### src/rtl/inst_fetch_resp.sv
// Instruction-fetch responder: serves PC fetches from a one-entry hit register
// or a wait-stated backing memory, with flush, misalign and timeout handling.
//
// state | meaning
// IDLE  | accepting fetches; hits and misaligned fetches are answered here
// WAIT  | miss outstanding on the memory bus, result will be delivered
// DRAIN | miss outstanding but flushed; the ack is absorbed silently
module inst_fetch_resp #(
  parameter int unsigned TIMEOUT  = 16,
  parameter logic [31:0] NOP_INST = 32'h0000_0000
) (
  input  logic        clk,
  input  logic        rst,
  input  logic        ce,
  input  logic [31:0] addr,
  input  logic        flush,
  output logic [31:0] inst,
  output logic        inst_valid,
  output logic [31:0] inst_addr,
  output logic        stall_req,
  output logic        misalign,
  output logic        bus_err,
  output logic        mem_req,
  output logic [31:0] mem_addr,
  input  logic        mem_ack,
  input  logic [31:0] mem_rdata
);

  typedef enum logic [1:0] {IDLE, WAIT, DRAIN} state_t;

  localparam logic [7:0] TO_LAST = 8'(TIMEOUT - 1);

  state_t      state;
  logic [7:0]  cnt;
  logic [31:0] lat_addr;
  logic [31:0] hit_addr;
  logic [31:0] hit_inst;
  logic        hit_valid;
  logic        aligned;
  logic        hit;

  assign aligned   = (addr[1:0] == 2'b00);
  assign hit       = hit_valid && (addr == hit_addr);
  assign stall_req = (state != IDLE) || (ce && !flush && aligned && !hit);

  always_ff @(posedge clk or posedge rst) begin
    if (rst) begin
      state      <= IDLE;
      cnt        <= 8'd0;
      lat_addr   <= 32'd0;
      hit_addr   <= 32'd0;
      hit_inst   <= 32'd0;
      hit_valid  <= 1'b0;
      inst       <= NOP_INST;
      inst_addr  <= 32'd0;
      inst_valid <= 1'b0;
      misalign   <= 1'b0;
      bus_err    <= 1'b0;
      mem_req    <= 1'b0;
      mem_addr   <= 32'd0;
    end else begin
      inst_valid <= 1'b0;
      misalign   <= 1'b0;
      bus_err    <= 1'b0;
      case (state)
        IDLE: begin
          if (!ce) begin
            hit_valid <= 1'b0;
          end else if (!flush) begin
            if (!aligned) begin
              inst       <= NOP_INST;
              inst_addr  <= addr;
              inst_valid <= 1'b1;
              misalign   <= 1'b1;
            end else if (hit) begin
              inst       <= hit_inst;
              inst_addr  <= addr;
              inst_valid <= 1'b1;
            end else begin
              mem_req  <= 1'b1;
              mem_addr <= {addr[31:2], 2'b00};
              lat_addr <= addr;
              cnt      <= 8'd0;
              state    <= WAIT;
            end
          end
        end
        WAIT: begin
          if (mem_ack) begin
            mem_req <= 1'b0;
            state   <= IDLE;
            if (!flush) begin
              inst       <= mem_rdata;
              inst_addr  <= lat_addr;
              inst_valid <= 1'b1;
              hit_addr   <= lat_addr;
              hit_inst   <= mem_rdata;
              hit_valid  <= 1'b1;
            end
          end else if (flush) begin
            // keep counting so a flushed fetch is still bounded by the timeout
            cnt   <= cnt + 8'd1;
            state <= DRAIN;
          end else if (cnt >= TO_LAST) begin
            inst       <= NOP_INST;
            inst_addr  <= lat_addr;
            inst_valid <= 1'b1;
            bus_err    <= 1'b1;
            mem_req    <= 1'b0;
            hit_valid  <= 1'b0;
            state      <= IDLE;
          end else begin
            cnt <= cnt + 8'd1;
          end
        end
        DRAIN: begin
          if (mem_ack || cnt >= TO_LAST) begin
            mem_req <= 1'b0;
            state   <= IDLE;
          end else begin
            cnt <= cnt + 8'd1;
          end
        end
        default: state <= IDLE;
      endcase
    end
  end

endmodule

### config.mk
export PLATFORM = sky130hd
export DESIGN_NAME = inst_fetch_resp
export DESIGN_NICKNAME = d
export VERILOG_FILES = /design/src/rtl/inst_fetch_resp.sv
export SDC_FILE = /design/constraint.sdc
export NUM_CORES = 1
export LEC_CHECK = 0
export BUFFER_PORTS_ARGS = -buffer_cell sky130_fd_sc_hd__buf_2
export CORE_MARGIN = 8
export CORE_UTILIZATION = 40
export CTS_BUF_LIST = sky130_fd_sc_hd__clkbuf_4 sky130_fd_sc_hd__clkbuf_8 sky130_fd_sc_hd__clkbuf_16
export DETAILED_ROUTE_END_ITERATION = 8
export PLACE_DENSITY = 0.59
export SLEW_MARGIN = 5
export SYNTH_ARGS = -nofsm -noshare
export SYNTH_HDL_FRONTEND = slang
export SYNTH_SLANG_ARGS = --single-unit
### constraint.sdc
create_clock -name clk -period 13.1 [get_ports clk]
set_input_delay 2.62 -clock clk [delete_from_list [all_inputs] [get_ports clk]]
set_output_delay 2.62 -clock clk [all_outputs]
set_load 0.1 [all_outputs]
Word level (Yosys, flattened, before mapping) --
Cells that the tools add are included.
Storage, ports and cells: register bits 205, input port bits 69
Cells by class: add/sub/neg operators 1, magnitude comparators 1, equality and inequality tests 17, mux-type cells 64, bitwise logic cells 2, reductions and logical operators 20
Operators with widths (count):
- $mux 32 | 16
- $pmux 32 s2 | 2
- $mux 8 | 8
- $eq 32x32->1 | 1
- $mux 1 | 25
- $pmux 8 s3 | 1
- $ne 2x2->1 const B | 9
- $mux 2 | 8
- $reduce_and 8->1 | 2
- $ne 3x3->1 const B | 4
- $reduce_and 6->1 | 2
- $add 8x1->8 const B | 1
- $ge 8x4->1 const B | 1
- $pmux 2 s3 | 1
- $reduce_and 5->1 | 1
- $logic_and 1x1->1 | 4
- $logic_not 2->1 | 2
- $ne 4x4->1 const B | 1
- $pmux 1 s2 | 2
- $reduce_and 4->1 | 1
- $reduce_bool 2->1 | 2
- $pmux 1 s3 | 1
- $reduce_and 3->1 | 1
- $reduce_bool 3->1 | 1
- other kinds (5) | 8

Depth between registers and ports, before layout --
word-level depth 7, depth in mapped cells 9

Worst setup path before layout --
OpenSTA, ideal clock, no wires.
path type input-to-output, start input addr[27], end output stall_req, arrival 3.990 ns, path slack 6.490 ns, stages 5, buffers on the path 0, path through xnor2_1 -> nand4_1 -> nor4_1 -> a31oi_1 -> nand2b_1
Between the ends: longest elaborated chain between the ends 5
RTL lines:
- from (decl) | line 15 | input logic [31:0] addr,
- $eq 32x32->1 | line 43 | assign hit = hit_valid && (addr == hit_addr);
- $logic_and 1x1->1 | line 43
- $logic_not 1->1 | line 44 | assign stall_req = (state != IDLE) || (ce && !flush && aligned && !hit);
- $logic_and 1x1->1 | line 44
- $logic_or 1x1->1 | line 44
- to (decl) | line 20 | output logic stall_req,
Every way passes these cells.

Worst setup path after layout --
start input addr[0], end output stall_req
Between the ends: longest elaborated chain between the ends 5
RTL lines (line):
- $eq 32x32->1 | 43
- $logic_and 1x1->1 | 43
- $logic_not 1->1 | 44
- $logic_and 1x1->1 (*) | 44
- $logic_or 1x1->1 (*) | 44
Mark *: on every way between the ends. The rest lies on a longest branch, timed or not.

==> metrics.md <==
| Metric | Value |
|---|---|
| Synth Register Bits | 175 |
| Port Buffers | 167 |
| Clock tree buffer depth | 2 |
| Worst Setup Path Type | input pin to primary output |
| Post-CTS setup buffer count | 0 |
| Via count | 5350 |
| Worst Skew | 0.0120 ns |
| Mapped Cells | 616 |
| Drt pass-1 iters | 4 |
| Gpl congestion | 0.756 |
| CTS Hold Buffers Added | 0 |
| Routed len/inst | 19.4 µm |
| DR DRC count | 0 |
| Overflow after GRT | 0 |
| Setup violations, final | 0 |
| First-pass GRT wire length | 32600 µm |
| Initial antenna violation count | 2 |
| Fillers | 1888 |
| Share of post-route cells with drive strength above 1 | 51.9% |
| Initial core utilization | 40.3% |
| Tot GR Track Use | 15.8% |
| H-tree Lvls | 4 |
| Async set-reset flop share out of synthesis | 100% |
| Vias in the first global route | 5922 |
| Die width | 161 µm |
| Utilization after layout | 47.1% |
| Crit path launch type | input pin |
| Highest clock rate | 145 MHz |
| CTS Buf Count | 17 |
| Synthesized area | 8390 µm² |
| Clock transition at path regs | 0.07 ns |
| DRT antenna net count | 0 |
| Final min period | 6.92 ns |
| Hold slack | 0.482 ns |
| Final hold vios | 0 |
| Post-synth EDFFs | 0 |
| Post-cts resize count | 0 |
| Slew headroom | 27.4% |
| Status | finished clean |
| Crit path DAT | 4.30 ns |
| HP Class | flop to flop |
| Std-Cell Rows | 53 |
| Root Driver | clkbuf_16 |
| Slew Viols, Final | 0 |
| # IOs | 170 |
| Yosys top cell by area | dfrtp_1 |
| DRT Wirelength | 20000 µm |
| Core area | 20800 µm² |
| Synth top area cells | dfrtp_1 (52%), mux2_2 (20%), mux2_4 (4.8%) |
| CP endpoint kind | primary output |
| Synth top area share | 52.2% |
| Crit path required time | 10.48 ns |
| Syn avg cell area | 13.6 µm² |
| Largest net degree at the start of global routing | 113 |
| Setup TNS | 0 ns |
| Synth warn | 0 |
| Clock Latency Late Sink | 0.43 ns |
| Syn-to-layout area delta | 16.8% |
| Final period util | 52.8% |
| Main flop type after synthesis | dfrtp_1 |
| Final #Nets | 815 |
| CTS tree | yes |
| RSZ-0062 raised after global routing | false |
| Crit Path Max Fanout | 6 |
| Vias per Instance | 5.20 |
| Die Area | 25900 µm² |
| Clock sink total | 175 |
| Die H | 161 µm |
| Worst-margin pin slew | 1.09 ns |
| Library cells used by synthesis | 46 |
| DR iter-0 viols | 190 |
| Register area share after synthesis | 52.2% |
| Max Cap Viol | 0 |
| Post-DP HPWL | 13800 µm |
## final timing paths
kind	start	end	slack (ns)	depth (start not counted)
min reg2reg	inst_addr[10]	inst_addr[10]	0.48	1
max in group asynchronous	rst	inst_addr[22]	9.23	3
max	addr[0]	stall_req	6.18	7
max reg2reg	state[1]	inst[23]	9.73	6
min in group asynchronous	rst	inst_addr[5]	2.45	2
min	inst_addr[10]	inst_addr[10]	0.48	1
## cell usage in the layout, fill, tap and decap left out, types with 3 or more instances in the layout
| cell | Yosys | layout |
|---|---|---|
| clkbuf_16 | 0 | 17 |
| a32o_1 | 4 | 4 |
| nand2_1 | 16 | 15 |
| dfrtp_1 | 175 | 175 |
| buf_2 | 1 | 167 |
| o21ai_0 | 6 | 6 |
| mux2_4 | 27 | 27 |
| mux2_2 | 152 | 152 |
| nand2b_1 | 6 | 6 |
| inv_6 | 0 | 8 |
| nand3b_1 | 3 | 3 |
| nor3_1 | 5 | 4 |
| bufinv_16 | 0 | 4 |
| ha_1 | 5 | 4 |
| mux2_1 | 10 | 10 |
| mux2i_1 | 4 | 4 |
| buf_4 | 32 | 3 |
| xnor2_1 | 31 | 31 |
| nand4_1 | 12 | 12 |
| and2_1 | 4 | 4 |
| a22o_1 | 33 | 33 |
| nand3_1 | 11 | 11 |
| inv_1 | 10 | 9 |
| nor2_1 | 9 | 9 |
## state kept, by name, summed over array words and instances, names as in the netlist, 2 cells and up
register / count
hit_addr: 32
hit_inst: 32
inst: 32
inst_addr: 32
lat_addr: 31
cnt: 8
state: 2
## routing by layer
metal  up-vias  wire (µm)  GRT usage, %  share of wire [%]
li1       2438          -             -                  -
met1      2721       8860          19.4                 44
met2       166       9130          24.8                 46
met3        23       1640          6.35                8.2
met4         2        327          4.88                1.6
met5         -         13             0              0.065
## cell usage after synthesis (2+ instances only)
master	count
buf_4	32
nor4b_1	2
clkbuf_1	20
nand4_1	12
ha_1	5
nand3b_1	3
nand3_1	11
and3_1	2
mux2i_1	4
nand2b_1	6
a31oi_1	2
and2_1	4
mux2_4	27
a21oi_1	2
mux2_1	10
buf_6	9
mux2_2	152
o21a_1	2
a22o_1	33
inv_1	10
xnor2_1	31
o2bb2ai_1	2
nor2_1	9
buf_12	2
dfrtp_1	175
nor3_1	5
or2_2	2
nand2_1	16
a32o_1	4
o21ai_0	6
## critical path, cell delays in order
cell and delay (ns):
buf_2 0.15, xnor2_1 0.27, nand4_1 0.15, nor4_1 0.38, a31oi_1 0.20, nand2b_1 0.21, buf_2 0.31
## layout make-up
cell class | count | area, µm² | share of cell area [%]
Antenna cell | 1 | 2.50 | 0.0255
Clock buffer | 18 | 439 | 4.48
Tap cell | 275 | 344 | 3.51
Multi-Input combinational cell | 367 | 3540 | 36.1
Sequential cell | 175 | 4380 | 44.7
Timing Repair Buffer | 170 | 858 | 8.76
Clock inverter | 13 | 198 | 2.02
Inverter | 10 | 42.5 | 0.434
## per-stage QoR
step / area (µm²) / instances / setup slack, ns
floorplan: 8400 / 617 / 5.73
global placement: 9160 / 997 / 6.16
detailed placement: 9160 / 997 / 6.16
CTS: 9800 / 1028 / 6.14
global route: 9800 / 1029 / 5.98
finish: 9800 / 1029 / 6.18
## kinds of logic (layout without fill, tap and decap cells)
| logic type | Yosys count | count (layout) | synth area share [%] |
|---|---|---|---|
| multiplexers | 193 | 193 | 27.0 |
| flip-flops | 175 | 175 | 52.2 |
| AND/OR/NAND/NOR | 78 | 78 | 5.11 |
| buffers and inverters | 75 | 211 | 5.99 |
| AO/OA/AOI/OAI | 58 | 58 | 5.64 |
| XOR/XNOR | 31 | 31 | 3.24 |
| adder cells (fa/ha/maj) | 5 | 5 | 0.745 |
| other | 1 | 3 | 0.0447 |
Power is left out: the tool's default activity adds up to more than one toggle a clock period on the data nets, which glitch-free logic cannot reach.
